File: config.mk
export PLATFORM = sky130hd
export DESIGN_NAME = fetch_prefetch_queue
export DESIGN_NICKNAME = d
export VERILOG_FILES = /design/src/rtl/fetch_prefetch_queue_pkg.sv /design/src/rtl/fetch_entry_fifo.sv /design/src/rtl/fetch_prefetch_queue.sv
export SDC_FILE = /design/constraint.sdc
export NUM_CORES = 1
export LEC_CHECK = 0
export BUFFER_PORTS_ARGS = -buffer_cell sky130_fd_sc_hd__buf_2
export CORE_MARGIN = 2
export CORE_UTILIZATION = 50
export CTS_CLUSTER_DIAMETER = 200
export CTS_CLUSTER_SIZE = 8
export DETAILED_ROUTE_END_ITERATION = 6
export PLACE_DENSITY = 0.71
export SLEW_MARGIN = 10
export SYNTH_ARGS = -nofsm -noshare
export SYNTH_HDL_FRONTEND = slang
export SYNTH_HIERARCHICAL = 1
export SYNTH_SLANG_ARGS = --single-unit
File: constraint.sdc
create_clock -name clk -period 8.44 [get_ports clk]
set_clock_uncertainty 0.2 [all_clocks]
set_input_delay 1.688 -clock clk [delete_from_list [all_inputs] [get_ports clk]]
set_output_delay 1.688 -clock clk [all_outputs]
set_load 0.03 [all_outputs]
File: src/rtl/fetch_prefetch_queue_pkg.sv
// Shared types and bus layout for the fetch prefetch queue.
// The decode-facing bus is {adef, inst, pc}, MSB first.
package fetch_prefetch_queue_pkg;

  localparam int unsigned FQ_BUS_WD   = 65;
  localparam int unsigned FQ_PC_LSB   = 0;
  localparam int unsigned FQ_INST_LSB = 32;
  localparam int unsigned FQ_ADEF_BIT = 64;

  typedef struct packed {
    logic        adef;
    logic [31:0] inst;
    logic [31:0] pc;
  } fq_entry_t;

  function automatic logic fq_pc_aligned(input logic [31:0] pc);
    return pc[1:0] == 2'b00;
  endfunction

endpackage

File: src/rtl/fetch_entry_fifo.sv
// Slot storage for the prefetch queue: reserve at tail, fill oldest pending, pop at head.
// Slots may be reserved already filled (address-error entries).
module fetch_entry_fifo
  import fetch_prefetch_queue_pkg::*;
#(
  parameter int unsigned QDEPTH = 4
) (
  input  logic                      clk,
  input  logic                      reset,
  input  logic                      flush,
  input  logic                      reserve,
  input  logic                      reserve_filled,
  input  fq_entry_t                 reserve_entry,
  input  logic                      fill,
  input  logic [31:0]               fill_inst,
  input  logic                      pop,
  output fq_entry_t                 head_entry,
  output logic                      head_filled,
  output logic [$clog2(QDEPTH):0]   count
);

  localparam int unsigned PW = $clog2(QDEPTH);
  localparam int unsigned CW = PW + 1;

  fq_entry_t         slots [QDEPTH];
  logic [QDEPTH-1:0] filled;
  logic [PW-1:0]     head_ptr;
  logic [PW-1:0]     tail_ptr;
  logic [PW-1:0]     fill_ptr;

  always_ff @(posedge clk or posedge reset) begin
    if (reset) begin
      head_ptr <= '0;
      tail_ptr <= '0;
      fill_ptr <= '0;
      count    <= '0;
      filled   <= '0;
    end else if (flush) begin
      head_ptr <= '0;
      tail_ptr <= '0;
      fill_ptr <= '0;
      count    <= '0;
      filled   <= '0;
    end else begin
      if (pop) begin
        filled[head_ptr] <= 1'b0;
        head_ptr         <= head_ptr + PW'(1);
      end
      if (reserve) begin
        filled[tail_ptr] <= reserve_filled;
        tail_ptr         <= tail_ptr + PW'(1);
      end
      if (fill) begin
        filled[fill_ptr] <= 1'b1;
      end
      // A pre-filled reservation never has pending slots ahead of it.
      if (fill || (reserve && reserve_filled)) begin
        fill_ptr <= fill_ptr + PW'(1);
      end
      count <= count + CW'(reserve) - CW'(pop);
    end
  end

  always_ff @(posedge clk) begin
    if (reserve && !flush) begin
      slots[tail_ptr] <= reserve_entry;
    end
    if (fill && !flush) begin
      slots[fill_ptr].inst <= fill_inst;
    end
  end

  assign head_entry  = slots[head_ptr];
  assign head_filled = filled[head_ptr];

endmodule

File: src/rtl/fetch_prefetch_queue.sv
// Instruction prefetch queue between the SRAM-like fetch bus and decode.
// Tracks outstanding requests and discards responses made stale by redirects.
module fetch_prefetch_queue
  import fetch_prefetch_queue_pkg::*;
#(
  parameter int unsigned QDEPTH    = 4,
  parameter int unsigned MAX_OUTST = 2,
  parameter logic [31:0] RESET_PC  = 32'h1c000000
) (
  input  logic                 clk,
  input  logic                 reset,
  input  logic                 redirect_valid,
  input  logic [31:0]          redirect_pc,
  output logic                 inst_sram_req,
  output logic                 inst_sram_wr,
  output logic [1:0]           inst_sram_size,
  output logic [3:0]           inst_sram_wstrb,
  output logic [31:0]          inst_sram_addr,
  output logic [31:0]          inst_sram_wdata,
  input  logic                 inst_sram_addr_ok,
  input  logic                 inst_sram_data_ok,
  input  logic [31:0]          inst_sram_rdata,
  input  logic                 dec_allowin,
  output logic                 fetch_to_dec_valid,
  output logic [FQ_BUS_WD-1:0] fetch_to_dec_bus
);

  localparam int unsigned CW = $clog2(QDEPTH) + 1;
  localparam int unsigned OW = $clog2(MAX_OUTST + 1);

  logic [31:0]   npc;
  logic [OW-1:0] inflight;
  logic [OW-1:0] inflight_next;
  logic [OW-1:0] cancel_cnt;
  logic          halt;

  logic [CW-1:0] count;
  fq_entry_t     head_entry;
  fq_entry_t     rsv_entry;
  logic          head_filled;
  logic          has_space;
  logic          accept;
  logic          adef_enq;
  logic          rsp_live;
  logic          pop;

  // Occupancy is the pre-pop count so that full never depends on decode.
  assign has_space = count < CW'(QDEPTH);

  assign inst_sram_req = !reset && has_space && (inflight < OW'(MAX_OUTST)) &&
                         fq_pc_aligned(npc) && !halt;
  assign accept        = inst_sram_req && inst_sram_addr_ok;
  assign adef_enq      = !reset && !redirect_valid && has_space && !fq_pc_aligned(npc) && !halt;
  assign rsp_live      = inst_sram_data_ok && (cancel_cnt == '0) && !redirect_valid;
  assign inflight_next = inflight + OW'(accept) - OW'(inst_sram_data_ok);

  assign fetch_to_dec_valid = head_filled && !redirect_valid;
  assign pop                = fetch_to_dec_valid && dec_allowin;

  always_comb begin
    rsv_entry      = '0;
    rsv_entry.pc   = npc;
    rsv_entry.adef = adef_enq;
  end

  always_ff @(posedge clk or posedge reset) begin
    if (reset) begin
      npc        <= RESET_PC;
      inflight   <= '0;
      cancel_cnt <= '0;
      halt       <= 1'b0;
    end else begin
      inflight <= inflight_next;
      if (redirect_valid) begin
        // Everything still on the bus after this cycle belongs to the old path.
        npc        <= redirect_pc;
        halt       <= 1'b0;
        cancel_cnt <= inflight_next;
      end else begin
        if (accept) begin
          npc <= npc + 32'd4;
        end
        if (adef_enq) begin
          halt <= 1'b1;
        end
        if (inst_sram_data_ok && (cancel_cnt != '0)) begin
          cancel_cnt <= cancel_cnt - OW'(1);
        end
      end
    end
  end

  fetch_entry_fifo #(
    .QDEPTH(QDEPTH)
  ) u_fifo (
    .clk           (clk),
    .reset         (reset),
    .flush         (redirect_valid),
    .reserve       ((accept || adef_enq) && !redirect_valid),
    .reserve_filled(adef_enq),
    .reserve_entry (rsv_entry),
    .fill          (rsp_live),
    .fill_inst     (inst_sram_rdata),
    .pop           (pop),
    .head_entry    (head_entry),
    .head_filled   (head_filled),
    .count         (count)
  );

  assign inst_sram_addr  = npc;
  assign inst_sram_wr    = 1'b0;
  assign inst_sram_size  = 2'b10;
  assign inst_sram_wstrb = 4'b0000;
  assign inst_sram_wdata = 32'd0;

  assign fetch_to_dec_bus[FQ_ADEF_BIT]                = head_entry.adef;
  assign fetch_to_dec_bus[FQ_INST_LSB +: 32]          = head_entry.inst;
  assign fetch_to_dec_bus[FQ_PC_LSB +: 32]            = head_entry.pc;

endmodule

==> load_flow_metrics.sql <==
INSERT INTO impl_metrics (metric_group, metric, value, unit) VALUES
('synth', 'synthSimpleGateAreaFrac', '0.0639', ''),
('synth', 'synthesized_instance_count', '910', ''),
('place', 'placedInstanceArea', '15800', 'µm²'),
('timing', 'timing.final.hold_violations', '0', ''),
('timing', 'grt_setup_unrepaired', 'no', ''),
('worst_setup_path', 'timing.critical_path.to_type', 'register', ''),
('global_routing', 'grtUsageTotal', '0.236', ''),
('synth', 'synth.yosys.seq_area_share', '0.626', ''),
('timing', 'finalSetupViolCount', '0', ''),
('clock_tree', 'cts_post_setup_buffers_inserted', '0', ''),
('clock_tree', 'cts.sinks', '310', ''),
('drt', 'detailedRoute.firstIterationViolations', '927', ''),
('worst_setup_path', 'required_time_of_the_worst_setup_path', '8.41', 'ns'),
('timing', 'max_slew_headroom', '0.218', ''),
('synth', 'yosys-mux-area-fraction', '0.108', ''),
('place', 'detailed_place_hpwl', '20.5', 'mm'),
('clock_tree', 'cts-buffers-inserted', '44', ''),
('clock_tree', 'clock_h_tree_levels', '2', ''),
('drt', 'avgRoutedWirePerCell', '22.2', 'µm'),
('floorplanning', 'start_util', '0.506', ''),
('worst_setup_path', 'worstPathMaxFanout', '71', ''),
('global_routing', 'grt_start_max_net_pins', '72', ''),
('synth', 'synth_xor_xnor_area_share', '0.00639', ''),
('synth', 'synthTopCellsByCount', 'edfxtp_1, a32o_1, mux4_2', ''),
('outcome', 'status', 'finished clean', ''),
('synth', 'synth-seq-cells', '310', ''),
('place', 'routabilityCongestion', '0.836', ''),
('synth', 'synth_compound_area_frac', '0.123', ''),
('place', 'place.port_buffers', '168', ''),
('layout', 'layout_stage_area_growth_over_the_synthesis_result', '18.5', '%'),
('drt', 'number_of_routed_nets_with_antenna_violations', '0', ''),
('global_routing', 'grt_overflow', '0', ''),
('drt', 'firstDrtPassIters', '5', ''),
('synth', 'synth_async_sr_flop_share', '0.161', ''),
('power_and_ir_drop', 'combinationalPowerShare', '0.114', ''),
('floorplanning', 'floorplan.core_area', '28600', 'µm²'),
('synth', 'most_used_dff_post_synth', 'edfxtp_1', ''),
('drt', 'vias_per_cell', '5.95', ''),
('worst_setup_path', 'wp_data_arrival', '4.96', 'ns'),
('timing', 'drv_slew', '0', ''),
('power_and_ir_drop', 'power.leakage', '0.00621', 'µW'),
('synth', 'count_of_flip_flops_with_a_built_in_enable_after_synthesis', '260', ''),
('drt', 'num_vias', '9571', ''),
('power_and_ir_drop', 'portion_of_total_power_attributed_to_the_clock_network', '0.421', ''),
('layout', 'nNetsFinal', '1276', ''),
('layout', 'finish.instance_area', '17200', 'µm²'),
('floorplanning', 'row_count', '62', ''),
('clock_tree', 'clkSlewWorstSetupHoldPaths', '0.05', 'ns'),
('worst_setup_path', 'criticalPathCategory', 'input port to register', ''),
('layout', 'fill_cells', '2209', ''),
('synth', 'synth_top_area_share', '0.539', ''),
('global_routing', 'grt_met2_usage', '0.380', ''),
('timing', 'smallest_hold_slack', '0.318', 'ns'),
('floorplanning', 'die_width', '174', 'µm'),
('power_and_ir_drop', 'net_switching_share_of_the_total_power', '0.258', ''),
('global_routing', 'met1_usage', '0.319', ''),
('timing', 'min_period_over_period', '0.592', ''),
('drt', 'total_wire_length', '35.7', 'mm'),
('clock_tree', 'clk_path_buf_depth', '3', ''),
('floorplanning', 'pin_count', '208', ''),
('synth', 'synth_area_in_adders', '0.0169', ''),
('synth', 'syn_area', '14500', 'µm²'),
('power_and_ir_drop', 'vdd_ir_drop_max', '155', 'µV'),
('floorplanning', 'fp.dieArea', '30300', 'µm²'),
('clock_tree', 'post_cts_resized', '0', ''),
('synth', 'post-synth-top-area-cell', 'edfxtp_1', ''),
('clock_tree', 'cts_tree', 'yes', ''),
('timing', 'max_freq', '200', 'MHz'),
('flow_run', 'drv.max_cap_violation_count', '0', ''),
('hold_path', 'hold_path_class', 'register to register', ''),
('clock_tree', 'ctsRootBufferMaster', 'clkbuf_16', '');
[worst max-delay path: stages]
cell and delay (ns):
buf_2 0.11, buf_4 0.31, nor3_1 0.81, a21o_1 0.43
and3b_2 0.92, or2_1 0.20, buf_4 0.45
[sequential cells by signal, indices dropped and copies added (netlist names), 3 cells and up]
signal and flops:
u_fifo/filled 4, u_fifo/slots 260, inst_sram_addr 32, u_fifo/count 3
[final timing paths]
| kind | depth (start not counted) | startpoint | to |
|---|---|---|---|
| min in group asynchronous | 2 | reset | u_fifo/fill_ptr[1] |
| worst min register to register | 1 | inflight[0] | inflight[0] |
| worst max register to register | 6 | inst_sram_addr[1] | u_fifo/slots[1][37] |
| worst max-delay path | 7 | redirect_valid | u_fifo/slots[1][37] |
| worst min-delay path | 1 | inflight[0] | inflight[0] |
| max in group asynchronous | 3 | reset | inst_sram_addr[26] |
[placed cells by master, fill, tap and decap left out, drive strengths merged, types with 7 or more instances in the layout]
master,netlist,routed
a22oi,9,9
a31oi,16,16
a32o,128,128
and3b,8,8
and4,8,8
buf,100,187
clkbuf,21,79
conb,2,167
dfrtp,47,47
edfxtp,260,260
ha,18,18
inv,22,22
mux4,66,66
nand2,19,19
nand3,14,14
nand4,16,16
nor2,27,27
nor2b,13,13
o21ai,15,15
o31ai,12,12
or3,8,8
or4,9,9
xnor2,7,7
[kinds of logic after synthesis]
logic type	Yosys count
AO/OA/AOI/OAI	201
XOR/XNOR	9
adder cells (fa/ha/maj)	19
buffers and inverters	143
flip-flops	310
multiplexers	73
other	2
AND/OR/NAND/NOR	153
[layer usage]
metal,vias to the layer above,share of wire
li1,4152,-
met1,4852,0.40
met2,471,0.48
met3,96,0.079
met4,0,0.041
met5,-,0
[through the flow]
stage / power, µW / cells / util / setup WS (ns)
after floorplan: 2140 / 1075 / - / 3.44
after global placement: 2270 / 1525 / 0.554 / 3.11
final: 3890 / 1609 / 0.600 / 3.44
after CTS: 3910 / 1607 / 0.599 / 3.44
after global routing: 4020 / 1609 / 0.600 / 3.29
after detailed placement: 2280 / 1525 / 0.554 / 2.97
[cell type report]
class | instances | area [µm²] | share of cell area
Sequential cell | 310 | 9070 | 0.529
Multi-Input combinational cell | 622 | 5230 | 0.305
Clock buffer | 79 | 1240 | 0.0724
Timing Repair Buffer | 187 | 983 | 0.0573
Tap cell | 384 | 480 | 0.0280
Inverter | 22 | 82.6 | 0.00481
Clock inverter | 3 | 66.3 | 0.00386
Antenna cell | 2 | 5.00 | 0.000292
[power by group through the flow]
stage,clock network (µW),registers [µW],logic [µW]
floorplan,0,1840,308
global placement,0,1830,434
detailed placement,0,1840,441
CTS,1660,1810,443
global route,1730,1820,480
finish,1640,1810,442
No activity file was read; power rests on OpenSTA's default activity.
